### config.mk
export PLATFORM = sky130hd
export DESIGN_NAME = timer_sequencer
export DESIGN_NICKNAME = d
export VERILOG_FILES = /design/src/rtl/timer_pkg.sv /design/src/rtl/timer_seq_fifo.sv /design/src/rtl/timer_sequencer.sv
export SDC_FILE = /design/constraint.sdc
export NUM_CORES = 1
export LEC_CHECK = 0
export BUFFER_PORTS_ARGS = -buffer_cell sky130_fd_sc_hd__clkbuf_2
export CAP_MARGIN = 20
export CORE_AREA = 5 5 80 82
export CTS_BUF_LIST = sky130_fd_sc_hd__clkbuf_8
export CTS_CLUSTER_DIAMETER = 60
export DETAILED_ROUTE_END_ITERATION = 16
export DIE_AREA = 0 0 85 87
export PLACE_DENSITY_LB_ADDON = 0.2
export SLEW_MARGIN = 10
export SYNTH_ARGS = -nofsm -noshare
export SYNTH_HDL_FRONTEND = slang
export SYNTH_SLANG_ARGS = --single-unit
### constraint.sdc
create_clock -name clk -period 3 [get_ports clk]
set_clock_uncertainty 0.05 [all_clocks]
set_input_delay 0.6 -clock clk [delete_from_list [all_inputs] [get_ports clk]]
set_output_delay 0.6 -clock clk [all_outputs]
set_load 0.02 [all_outputs]
### src/rtl/timer_pkg.sv
// Shared types and defaults for the timer block and its command sequencer.
package timer_pkg;

   localparam int TIMER_DATA_WIDTH = 8;

   typedef enum logic [3:0] {
      IDLE,
      LOAD,
      DONE_SKIP,
      RUN,
      PAUSE_STOP,
      PAUSED,
      RESUME,
      DONE,
      ABORT
   } seq_state_e;

endpackage

### src/rtl/timer_seq_fifo.sv
// Small synchronous FIFO holding pending timer periods; head is visible combinationally.
module timer_seq_fifo #(
   parameter int W     = 8,
   parameter int DEPTH = 4
) (
   input  logic                     clk,
   input  logic                     rst,
   input  logic                     push,
   input  logic                     pop,
   input  logic                     flush,
   input  logic [W-1:0]             wr_data,
   output logic [W-1:0]             rd_data,
   output logic                     full,
   output logic                     empty,
   output logic [$clog2(DEPTH):0]   level
);

   localparam int AW = $clog2(DEPTH);
   localparam int LW = AW + 1;

   logic [W-1:0]  mem_q [DEPTH];
   logic [AW-1:0] wr_ptr_q, wr_ptr_d;
   logic [AW-1:0] rd_ptr_q, rd_ptr_d;
   logic [LW-1:0] level_q, level_d;
   logic          do_push;
   logic          do_pop;

   assign full    = (level_q == LW'(DEPTH));
   assign empty   = (level_q == '0);
   assign level   = level_q;
   assign rd_data = mem_q[rd_ptr_q];

   // Flush dominates any concurrent push or pop.
   assign do_push = push && !full && !flush;
   assign do_pop  = pop && !empty && !flush;

   always_comb begin
      wr_ptr_d = wr_ptr_q;
      rd_ptr_d = rd_ptr_q;
      level_d  = level_q;
      if (flush) begin
         wr_ptr_d = '0;
         rd_ptr_d = '0;
         level_d  = '0;
      end else begin
         if (do_push) wr_ptr_d = wr_ptr_q + AW'(1);
         if (do_pop)  rd_ptr_d = rd_ptr_q + AW'(1);
         if (do_push && !do_pop)      level_d = level_q + LW'(1);
         else if (do_pop && !do_push) level_d = level_q - LW'(1);
      end
   end

   always_ff @(posedge clk or posedge rst) begin
      if (rst) begin
         wr_ptr_q <= '0;
         rd_ptr_q <= '0;
         level_q  <= '0;
      end else begin
         wr_ptr_q <= wr_ptr_d;
         rd_ptr_q <= rd_ptr_d;
         level_q  <= level_d;
      end
   end

   always_ff @(posedge clk) begin
      if (do_push) mem_q[wr_ptr_q] <= wr_data;
   end

endmodule

### src/rtl/timer_sequencer.sv
// Issues buffered periods to the timer one at a time, handling pause, zero-skip and abort.
module timer_sequencer #(
   parameter int DATA_WIDTH = timer_pkg::TIMER_DATA_WIDTH,
   parameter int DEPTH      = 4,
   parameter int CNT_WIDTH  = 16
) (
   input  logic                    clk,
   input  logic                    rst,
   input  logic                    in_valid,
   output logic                    in_ready,
   input  logic [DATA_WIDTH-1:0]   in_data,
   input  logic                    pause,
   input  logic                    abort,
   output logic                    timer_start,
   output logic                    timer_stop,
   output logic [DATA_WIDTH-1:0]   timer_data,
   input  logic                    timer_done,
   output logic                    seq_done,
   output logic                    busy,
   output logic [$clog2(DEPTH):0]  level,
   output logic [CNT_WIDTH-1:0]    completed
);

   import timer_pkg::*;

   seq_state_e            state_q, state_d;
   logic [DATA_WIDTH-1:0] data_q, data_d;
   logic [CNT_WIDTH-1:0]  completed_q, completed_d;
   logic                  blank_q, blank_d;
   logic                  start_q, start_d;
   logic                  stop_q, stop_d;
   logic                  seq_done_q, seq_done_d;
   logic                  busy_q, busy_d;

   logic                  fifo_push;
   logic                  fifo_pop;
   logic                  fifo_flush;
   logic                  fifo_full;
   logic                  fifo_empty;
   logic [DATA_WIDTH-1:0] fifo_rd_data;

   assign in_ready  = !fifo_full && !abort;
   assign fifo_push = in_valid && in_ready;

   timer_seq_fifo #(
      .W     (DATA_WIDTH),
      .DEPTH (DEPTH)
   ) u_fifo (
      .clk     (clk),
      .rst     (rst),
      .push    (fifo_push),
      .pop     (fifo_pop),
      .flush   (fifo_flush),
      .wr_data (in_data),
      .rd_data (fifo_rd_data),
      .full    (fifo_full),
      .empty   (fifo_empty),
      .level   (level)
   );

   always_comb begin
      state_d     = state_q;
      data_d      = data_q;
      completed_d = completed_q;
      fifo_pop    = 1'b0;
      fifo_flush  = 1'b0;
      if (abort) begin
         fifo_flush = 1'b1;
         state_d    = (state_q == IDLE) ? IDLE : ABORT;
      end else begin
         unique case (state_q)
            IDLE, DONE, DONE_SKIP: begin
               if (!fifo_empty) begin
                  state_d  = LOAD;
                  fifo_pop = 1'b1;
                  data_d   = fifo_rd_data;
               end else begin
                  state_d = IDLE;
               end
            end
            LOAD:       state_d = (data_q == '0) ? DONE_SKIP : RUN;
            // A done in the first cycle after a start belongs to the previous run.
            RUN: begin
               if (timer_done && !blank_q) state_d = DONE;
               else if (pause)             state_d = PAUSE_STOP;
            end
            PAUSE_STOP: state_d = PAUSED;
            PAUSED:     if (!pause) state_d = RESUME;
            RESUME:     state_d = RUN;
            ABORT:      state_d = IDLE;
            default:    state_d = IDLE;
         endcase
      end

      if (state_d == DONE) completed_d = completed_q + CNT_WIDTH'(1);

      // Outputs are registered copies of the next-state decode, so they track state only.
      blank_d    = (state_q == LOAD) || (state_q == RESUME);
      start_d    = ((state_d == LOAD) && (data_d != '0)) || (state_d == RESUME);
      stop_d     = (state_d == PAUSE_STOP) || (state_d == ABORT);
      seq_done_d = (state_d == DONE);
      busy_d     = (state_d != IDLE);
   end

   always_ff @(posedge clk or posedge rst) begin
      if (rst) begin
         state_q     <= IDLE;
         data_q      <= '0;
         completed_q <= '0;
         blank_q     <= 1'b0;
         start_q     <= 1'b0;
         stop_q      <= 1'b0;
         seq_done_q  <= 1'b0;
         busy_q      <= 1'b0;
      end else begin
         state_q     <= state_d;
         data_q      <= data_d;
         completed_q <= completed_d;
         blank_q     <= blank_d;
         start_q     <= start_d;
         stop_q      <= stop_d;
         seq_done_q  <= seq_done_d;
         busy_q      <= busy_d;
      end
   end

   assign timer_start = start_q;
   assign timer_stop  = stop_q;
   assign timer_data  = data_q;
   assign seq_done    = seq_done_q;
   assign busy        = busy_q;
   assign completed   = completed_q;

endmodule

# == Word-level counts from Yosys, hierarchy flattened ==
# Memory sizes are Yosys's and may differ from the RTL's.
# Cells that the tools add are included.
# W data, S select, Z words.
# classes
n_eq_ne,13
magnitude_cmp,0
n_reduce_logical,29
add_sub_neg,5
div_mod_pow,0
n_shift,0
n_mul,0
mux,24
bitwise,0
# ops
operator,count
$eq A4 B3 Y1 const B,7
$mux W8,3
$pmux W4 S6,1
$mux W4,5
$add A16 B1 Y16 const B,1
$logic_and A1 B1 Y1,10
$mux W3,3
$eq A4 B1 Y1 const B,2
$eq A4 B2 Y1 const B,2
$logic_not A8 Y1,1
$mux W1,8
$mux W2,4
$reduce_bool A8 Y1,1
$logic_not A1 Y1,7
$add A2 B1 Y2 const B,2
$eq A4 B4 Y1 const B,1
$logic_not A4 Y1,1
$reduce_bool A2 Y1,2
$reduce_bool A4 Y1,1
$add A3 B1 Y3 const B,1
$eq A3 B3 Y1 const B,1
$logic_not A3 Y1,1
$logic_or A1 B1 Y1,3
$reduce_bool A3 Y1,1
2 further kinds,2
# word_totals
ff_bits,40
memories,1
latch_bits,0
mem_bits_rw,32
mem_bits_ro,0
elab_cells,83
# memory_table
memory,words,width,read_ports,rd_ports_with_merged_regs,wr,line_no,rtl
u_fifo.mem_q,4,8,1,0,1,timer_seq_fifo.sv:21,logic [W-1:0] mem_q [DEPTH];

# == Logic depth before layout (Yosys ltp) ==
# Gate-level depths: netlist (run 1).
# logic_depth
ltp_word,11
ltp_mapped,7
ltp_nobuf,7

# == By module ==
# A second synthesis (run 1) with hierarchy kept.
# unflattened
cells_unflattened,248
area_unflattened_um2,3305.7
# modules_own_cells
module,seq_area_each_um2,cells_each,instances,area_each_um2
timer_seq_fifo,1136.1,104,1,1692.9
timer_sequencer,825.8,144,1,1612.8

# == Least setup slack after synthesis (run 1) ==
# No wires, ideal clock.
# synth_path
kind,input port to flip-flop
startpoint,input port timer_done
endpoint,register completed_q[1] (netlist: completed[1])
path_buffers,0
required_ns,2.822
stages,5
t_arrival_ns,2.066
path_slack_ns,0.756
path_cell_list,nand2b_1 a2111oi_4 o21ai_0 nor4_4 mux2_1
# synth_via
elab_chain_cells,5
# synth_rtl
element,line_no,rtl
from (decl),timer_sequencer.sv:17,"input logic timer_done,"
$logic_and A1 B1 Y1,timer_sequencer.sv:84,if (timer_done && !blank_q) state_d = DONE;
$mux W4,timer_sequencer.sv:84,
$pmux W4 S6,timer_sequencer.sv:71,unique case (state_q)
$mux W4,timer_sequencer.sv:67,if (abort) begin
$eq A4 B3 Y1,--,
net seq_done_d,timer_sequencer.sv:32,"logic seq_done_q, seq_done_d;"
to (signal assigned),timer_sequencer.sv:118,completed_q <= completed_d;
to (decl),timer_sequencer.sv:28,"logic [CNT_WIDTH-1:0] completed_q, completed_d;"
# The timed path passes the listed nets, and every way through them passes these cells.
# A chain may end at the register's enable or synchronous reset.

# == Worst setup path in the final report (run 1) ==
# layout_path
startpoint,register state_q[0]
endpoint,register u_fifo.level_q[2] (netlist: u_fifo.level[2])
# layout_via
elab_chain_cells,10
# layout_rtl
element,line_no,rtl
from (decl),timer_sequencer.sv:26,"seq_state_e state_q, state_d;"
from (signal assigned),timer_sequencer.sv:116,state_q <= state_d;
"$eq A4 B3 Y1, or another cell as far along",timer_sequencer.sv:71,
$reduce_or A3 Y1 *,timer_sequencer.sv:71,
$mux W1 *,timer_sequencer.sv:71,
$mux W1 *,timer_sequencer.sv:67,
$logic_and A1 B1 Y1 * (2 in a row),timer_seq_fifo.sv:35,assign do_pop = pop && !empty && !flush;
$logic_not A1 Y1,timer_seq_fifo.sv:48,if (do_push && !do_pop) level_d = level_q + LW'(1);
$logic_and A1 B1 Y1,timer_seq_fifo.sv:48,
$mux W3,timer_seq_fifo.sv:48,
$mux W3,timer_seq_fifo.sv:41,if (flush) begin
to (signal assigned),timer_seq_fifo.sv:61,level_q <= level_d;
to (decl),timer_seq_fifo.sv:24,"logic [LW-1:0] level_q, level_d;"
# Every way passes the cells marked *; elsewhere a longest branch is shown, timed or not.

==> results of run 1 <==
==> placed cells by master, fill, tap and decap left out, types with 3 or more instances in the layout <==
master and count:
clkbuf_2 45, dfrtp_1 40, edfxtp_1 32, xnor2_1 14, nor2_1 11, nand2_1 9, mux2_2 9, clkbuf_8 9
inv_1 8, mux4_2 8, nand2b_1 6, and2_1 6, nand3_1 6, ha_1 5, nor4_1 4, nor4_4 4
nand4_1 4, xor2_1 4, a2111oi_4 3, a21oi_1 3, clkinv_1 3, buf_4 3
==> critical path: cells and delay by family (launching register included) <==
family | cells | cell delay [ns]
fa+ha+maj | 1 | 0.41
flops | 1 | 0.45
xor+xnor | 1 | 0.16
compound gates | 1 | 0.55
mux | 1 | 0.18
simple gates | 3 | 0.49
==> metrics by stage <==
step                      std cells  setup WS [ns]  hold slack (ns)  total power [mW]  cell area [um^2]
final                           344          0.591            0.274              3.15              3700
after CTS                       344          0.577            0.283              3.18              3700
after global placement          328          0.585            0.408              2.35              3490
after global routing            344          0.452            0.338              3.32              3700
after floorplan                 210          0.756            0.505              2.10              3170
after detailed placement        328          0.534            0.417              2.38              3490
==> registers in the layout (all words and copies together) (netlist names) <==
| signal | count |
|---|---|
| blank_q | 1 |
| completed | 16 |
| u_fifo.wr_ptr_q | 2 |
| u_fifo.rd_ptr_q | 2 |
| u_fifo.mem_q | 32 |
| seq_done | 1 |
| busy | 1 |
| timer_start | 1 |
| u_fifo.level | 3 |
| timer_stop | 1 |
| state_q | 4 |
| timer_data | 8 |
==> metal layers <==
metal	vias up	share of wire	GRT usage
met5	-	0	0
met3	8	0.043	0.0369
met4	0	0.018	0.0777
met1	880	0.46	0.211
li1	886	-	-
met2	41	0.48	0.258
==> cell families (layout without fill, tap and decap cells) <==
group / after synthesis / in the layout
flip-flops: 72 / 72
AO/OA/AOI/OAI: 16 / 16
buffers and inverters: 14 / 73
adder cells (fa/ha/maj): 6 / 6
multiplexers: 19 / 19
AND/OR/NAND/NOR: 65 / 65
XOR/XNOR: 18 / 18
==> power breakdown <==
part | internal [mW] | leakage, nW | switching (mW)
Combinational | 0.430 | 0.636 | 0.555
Sequential | 1.19 | 0.821 | 0.171
Clock | 0.460 | 0.0980 | 0.343
==> final cells by class <==
cell class	instances	area (um^2)
clock buffers	9	124
clock inverters	7	86.3
fillers	433	1980
inverters	9	33.8
multi-input cells	124	1150
flip-flops and latches	72	1960
well taps	75	93.8
repair buffers	48	248
==> final timing paths <==
check / start / to / slack [ns] / depth (start not counted)
setup / recovery: state_q[0] / u_fifo.level[2] / 0.59 / 7
hold / removal: rst / completed[12] / 0.27 / 2
setup reg to reg: state_q[0] / u_fifo.level[2] / 0.59 / 7
hold reg to reg: completed[15] / completed[15] / 0.42 / 1
max in group asynchronous: rst / u_fifo.rd_ptr_q[1] / 1.86 / 3
min in group clk: completed[15] / completed[15] / 0.42 / 1
==> run_results.csv, run 1 <==
group,metric,value,unit
timing,slew_viol_final,0,
setup_path,arrival,2.57,ns
clock_network,clockBufferDepth,2,
clock_network,clock-sinks,72,
timing,timing.fmax,0.415,GHz
setup_path,critical_path_class,"reg2reg",
synthesis,synth_mux_area_frac,0.0956,
floorplanning,die_area,0.00740,mm^2
synthesis,synth_area,0.00317,mm^2
run,maxCapViolations,0,
detailed_routing,wirelength,5460,um
setup_path,slowest_delay,0.55,ns
global_route,antenna_found_initial,0,
placement,io_buffers,45,
pwr,peakVddDrop,0.475,mV
global_route,grt_max_degree,25,
placement,dpl.hpwl,3900,um
synthesis,async_flop_share,0.556,
clock_network,htree_levels,3,
floorplanning,start_util,0.558,
synthesis,synth-seq-cells,72,
setup_path,cp-end-kind,"flop",
synthesis,synth.largest_area_cell,"dfrtp_1",
timing,fin_crit,2.41,ns
global_route,grt_pass1_vias,1867,
detailed_routing,vias,1815,
detailed_routing,drc_errors,0,
detailed_routing,dr.pass1.iters,4,
cells_and_area,drive_above_1_share,0.338,
floorplanning,core,0.00568,mm^2
clock_network,cts_buffers,9,
detailed_routing,vias_per_cell,5.28,
detailed_routing,avgRoutedWirePerCell,15.9,um
cells_and_area,area_growth,16.8,%
synthesis,synth_top_family_by_area,"simple AND/OR/NAND/NOR gates",
synthesis,synth_compound_area_frac,0.0585,
cells_and_area,final_util,0.652,
synthesis,synth-simple-area-share,0.134,
setup_path,critPathMaxFanout,6,
clock_network,cts_tree,"yes",
floorplanning,die_h,87,um
setup_path,startpoint_type,"flop",
timing,post-route-period-util,0.803,
synthesis,synth.most_common_cell,"dfrtp_1",
synthesis,synth_fa_ha_area_frac,0.0261,
cells_and_area,diodes,0,
synthesis,synth_commonest_cells,"40 x dfrtp_1, 32 x edfxtp_1, 14 x xnor2_1",
floorplanning,ioPinCount,46,
synthesis,synth_ff_type,"dfrtp_1",
synthesis,synth_xor_area_frac,0.0498,
pwr,leakagePower,1.55,nW
synthesis,synth_cells,210,
synthesis,syn_area_per_cell,15.1,um^2
synthesis,synth_seq_area_share,0.619,
pwr,cellPowerDensity,850,mW/mm^2
timing,worst_pin_slew,0.916,ns
global_route,grt_pass1_wl,9230,um
cells_and_area,fin_nets,284,
timing,rsz0062_at_grt,"no",
setup_path,worst_path_max_delay_cell,"a2111oi_4",
synthesis,yosys-top-cells-area,"dfrtp_1 32%, edfxtp_1 30%, mux4_2 5.7%, xnor2_1 3.9%, mux2_2 3.2%",
synthesis,synth-edff-count,32,
setup_path,required,3.16,ns
setup_path,path_cells,"and2b_1 -> a2111oi_4 -> nor2b_1 -> fa_1 -> mux2i_1 -> xor2_1 -> nor2_1",
status,status,"complete, no violations",
timing,tns,0,ns
clock_network,clk_pin_slew,0.08,ns
synthesis,yosysTopAreaCellShare,0.316,
detailed_routing,drtIter0Drc,68,
timing,max_slew_margin,0.387,
placement,place_congestion,0.779,
floorplanning,die_w,85,um
clock_network,post-cts-setup-buffers,0,
synthesis,yosysUniqueCellTypes,43,
global_route,grtUsageTotal,0.162,
timing,setup_viol,0,
clock_network,cts_hold_buf,0,
clock_network,clkLatencyLatePin,0.33,ns
detailed_routing,final_antenna_net_count,0,
synthesis,syn_nets,230,
timing,hold_viol,0,
synthesis,ys_warn_count,0,
clock_network,post_cts_resized,0,
clock_network,cts_root_buf,"clkbuf_8",
global_route,overflow,0,
hold_path,hp-class,"in2async",
floorplanning,rows,28,
No activity file was read; power rests on OpenSTA's default activity.
==> run 2, diff against run 1 <==
--- a/config.mk
+++ b/config.mk
@@ -5,13 +5,14 @@
 export SDC_FILE = /design/constraint.sdc
 export NUM_CORES = 1
 export LEC_CHECK = 0
+export ABC_AREA = 1
 export BUFFER_PORTS_ARGS = -buffer_cell sky130_fd_sc_hd__clkbuf_2
 export CAP_MARGIN = 20
-export CORE_AREA = 5 5 80 82
+export CORE_AREA = 5 5 87 89
 export CTS_BUF_LIST = sky130_fd_sc_hd__clkbuf_8
 export CTS_CLUSTER_DIAMETER = 60
 export DETAILED_ROUTE_END_ITERATION = 16
-export DIE_AREA = 0 0 85 87
+export DIE_AREA = 0 0 92 94
 export PLACE_DENSITY_LB_ADDON = 0.2
 export SLEW_MARGIN = 10
 export SYNTH_ARGS = -nofsm -noshare
==> constraint.sdc (replaced) <==
create_clock -name clk -period 2.2 [get_ports clk]
set_clock_uncertainty 0.05 [all_clocks]
set_input_delay 0.44 -clock clk [delete_from_list [all_inputs] [get_ports clk]]
set_output_delay 0.44 -clock clk [all_outputs]
set_load 0.02 [all_outputs]
==> run 2 against run 1 <==
Effect of this change: total power grew 37%; cell count grew 53%; register-to-register slack worse by 0.46 ns; critical path depth up 5; sequential share of layout area fell by 4.7 points; die area is 17% higher; via count grew 43%; critical endpoint unchanged; largest power group unchanged.
==> run_results.csv, run 2 <==
group,metric,value,unit
detailed_routing,drtIter0Drc,108,
synthesis,synth_ff_type,"dfrtp_1",
placement,place_congestion,0.872,
synthesis,yosys-top-cells-area,"dfrtp_1 29%, edfxtp_1 27%, nand2_1 13%, inv_1 5.1%, nand3_1 3.6%",
clock_network,cts_tree,"yes",
synthesis,synth.largest_area_cell,"dfrtp_1",
clock_network,cts_hold_buf,0,
setup_path,r2r-start,"state_q[2]",
setup_path,cp-end-kind,"flop",
setup_path,startpoint_type,"flop",
timing,fin_crit,2.07,ns
global_route,grt_pass1_vias,2534,
detailed_routing,wirelength,6820,um
cells_and_area,area_growth,15.9,%
clock_network,clock-sinks,72,
synthesis,yosysUniqueCellTypes,36,
timing,post-route-period-util,0.939,
pwr,leakagePower,2.01,nW
synthesis,synth-edff-count,32,
placement,io_buffers,45,
timing,setup_viol,0,
synthesis,yosysTopAreaCellShare,0.286,
timing,max_slew_margin,0.667,
synthesis,ys_warn_count,0,
setup_path,r2r-end,"u_fifo.level[2]",
synthesis,synth_seq_area_share,0.561,
synthesis,syn_area_per_cell,9.11,um^2
cells_and_area,top_register,"u_fifo.mem_q",
hold_path,hp-class,"in2async",
setup_path,required,2.38,ns
global_route,overflow,0,
cells_and_area,largest_reg_flops,32,
detailed_routing,drc_errors,0,
setup_path,cp_common_cell,"nand2_2",
synthesis,synth.most_common_cell,"nand2_1",
synthesis,synth_area,0.00350,mm^2
timing,holdWs,0.134,ns
synthesis,async_flop_share,0.556,
run,maxCapViolations,0,
floorplanning,start_util,0.524,
cells_and_area,final_cell_mix,"124 x nand2_1, 47 x inv_1, 45 x clkbuf_2, 40 x dfrtp_1, 32 x edfxtp_1",
timing,tns,0,ns
pwr,cellPowerDensity,1060,mW/mm^2
clock_network,clk_pin_slew,0.08,ns
floorplanning,die_w,92,um
detailed_routing,avgRoutedWirePerCell,12.9,um
floorplanning,ioPinCount,46,
cells_and_area,diodes,0,
detailed_routing,vias,2593,
clock_network,htree_levels,3,
cells_and_area,final_common_cell,"nand2_1",
setup_path,arrival,2.25,ns
global_route,grt_pass1_wl,11800,um
global_route,grt_max_degree,41,
detailed_routing,vias_per_cell,4.91,
timing,worst_pin_slew,0.500,ns
floorplanning,die_area,0.00865,mm^2
synthesis,syn_nets,404,
cells_and_area,fin_nets,463,
clock_network,clkLatencyLatePin,0.34,ns
global_route,grtUsageTotal,0.175,
pwr,peakVddDrop,0.384,mV
setup_path,worst_r2r_path_depth,12,
cells_and_area,fillCellCount,603,
clock_network,cts_buffers,9,
synthesis,synth-seq-cells,72,
floorplanning,die_h,94,um
status,status,"complete, no violations",
floorplanning,rows,30,
setup_path,slowest_delay,0.43,ns
timing,slew_viol_final,0,
clock_network,clockBufferDepth,2,
floorplanning,core,0.00668,mm^2
timing,hold_viol,0,
setup_path,critPathMaxFanout,9,
cells_and_area,final_util,0.607,
timing,rsz0062_at_grt,"no",
detailed_routing,dr.pass1.iters,4,
placement,dpl.hpwl,4910,um
detailed_routing,final_antenna_net_count,0,
cells_and_area,drive_above_1_share,0.221,
timing,timing.fmax,0.484,GHz
setup_path,worst_path_max_delay_cell,"dfrtp_1",
setup_path,path_cells,"inv_2 -> nor2_4 -> nand2_2 -> nand2_4 -> nand3_2 -> nand2_2 -> inv_1 -> fa_1 -> xnor2_2 -> xor2_1 -> nand3_1 -> nand2_1",
synthesis,synth_commonest_cells,"125 x nand2_1, 48 x inv_1, 40 x dfrtp_1",
global_route,antenna_found_initial,0,
clock_network,cts_root_buf,"clkbuf_8",
synthesis,synth_cells,384,
setup_path,reg2reg_setup_slack,0.13,ns
setup_path,critical_path_class,"reg2reg",
-- run 2: cell type report --
type                    count  area (um^2)  share of cell area
well taps                  80          100              0.0247
clock inverters             7         63.8              0.0157
flip-flops and latches     72         1960               0.484
repair buffers             56          308              0.0759
multi-input cells         251         1290               0.319
clock buffers               9          124              0.0305
inverters                  53          204              0.0503
-- run 2: cells by family (layout without fill, tap and decap cells) --
logic type                 count (synthesis)  in the layout  share of synthesized area
adders and majority gates                  6              6                     0.0236
buffers and inverters                     61            125                     0.0754
xor gates and xnor gates                  15             15                     0.0375
DFF                                       72             72                      0.561
AOI/OAI and AO/OA                         16             16                     0.0265
and+or+nand+nor                          214            214                      0.276
-- run 2: worst max-delay path by stage --
stage | start | end | slack, ns | depth (start not counted)
6_report | state_q[2] | u_fifo.level[2] | 0.13 | 12
5_1_grt | state_q[2] | u_fifo.level[2] | 0.003 | 12
4_1_cts | state_q[3] | u_fifo.level[2] | 0.13 | 11
3_5_place_dp | state_q[3] | u_fifo.level[2] | 0.16 | 11
3_3_place_gp | state_q[3] | u_fifo.level[2] | 0.21 | 11
2_1_floorplan | u_fifo.level[0] | u_fifo.level[2] | 0.0009 | 11
-- run 2: routing by layer --
metal  wire length [um]  GRT usage  vias to the layer above
met3                311     0.0393                       13
met5                  0          0                        -
met2               3200      0.279                       57
met1               3160      0.229                     1185
met4                141     0.0792                        0
li1                   -          -                     1338
-- run 2: power by group --
group | internal (mW) | total [mW] | switching [mW]
Sequential | 1.62 | 1.74 | 0.122
Clock | 0.511 | 0.999 | 0.487
Combinational | 0.522 | 1.57 | 1.05
Total | 2.66 | 4.31 | 1.66
-- run 2: repair_timing --
item | CTS | global route
endpoints found under the setup margin | 0 | 1
resized for setup | 0 | 5
setup buffers | 0 | 0
endpoints found under the hold margin | 0 | 0
-- run 2: metrics by stage --
step | power [mW] | cells | setup WS, ns | cell area (um^2)
after floorplan | 2.88 | 384 | 0.000884 | 3510
after global placement | 3.28 | 512 | 0.213 | 3850
after detailed placement | 3.32 | 512 | 0.155 | 3850
after CTS | 4.32 | 528 | 0.128 | 4040
after global routing | 4.63 | 528 | 0.00271 | 4060
final | 4.31 | 528 | 0.134 | 4060
-- run 2: worst max-delay path: cells and delay by family (launching register included) --
family | cells | cell delay, ns
xor gates and xnor gates | 2 | 0.31
DFF | 1 | 0.43
buffers and inverters | 2 | 0.13
adders and majority gates | 1 | 0.40
and+or+nand+nor | 7 | 0.63
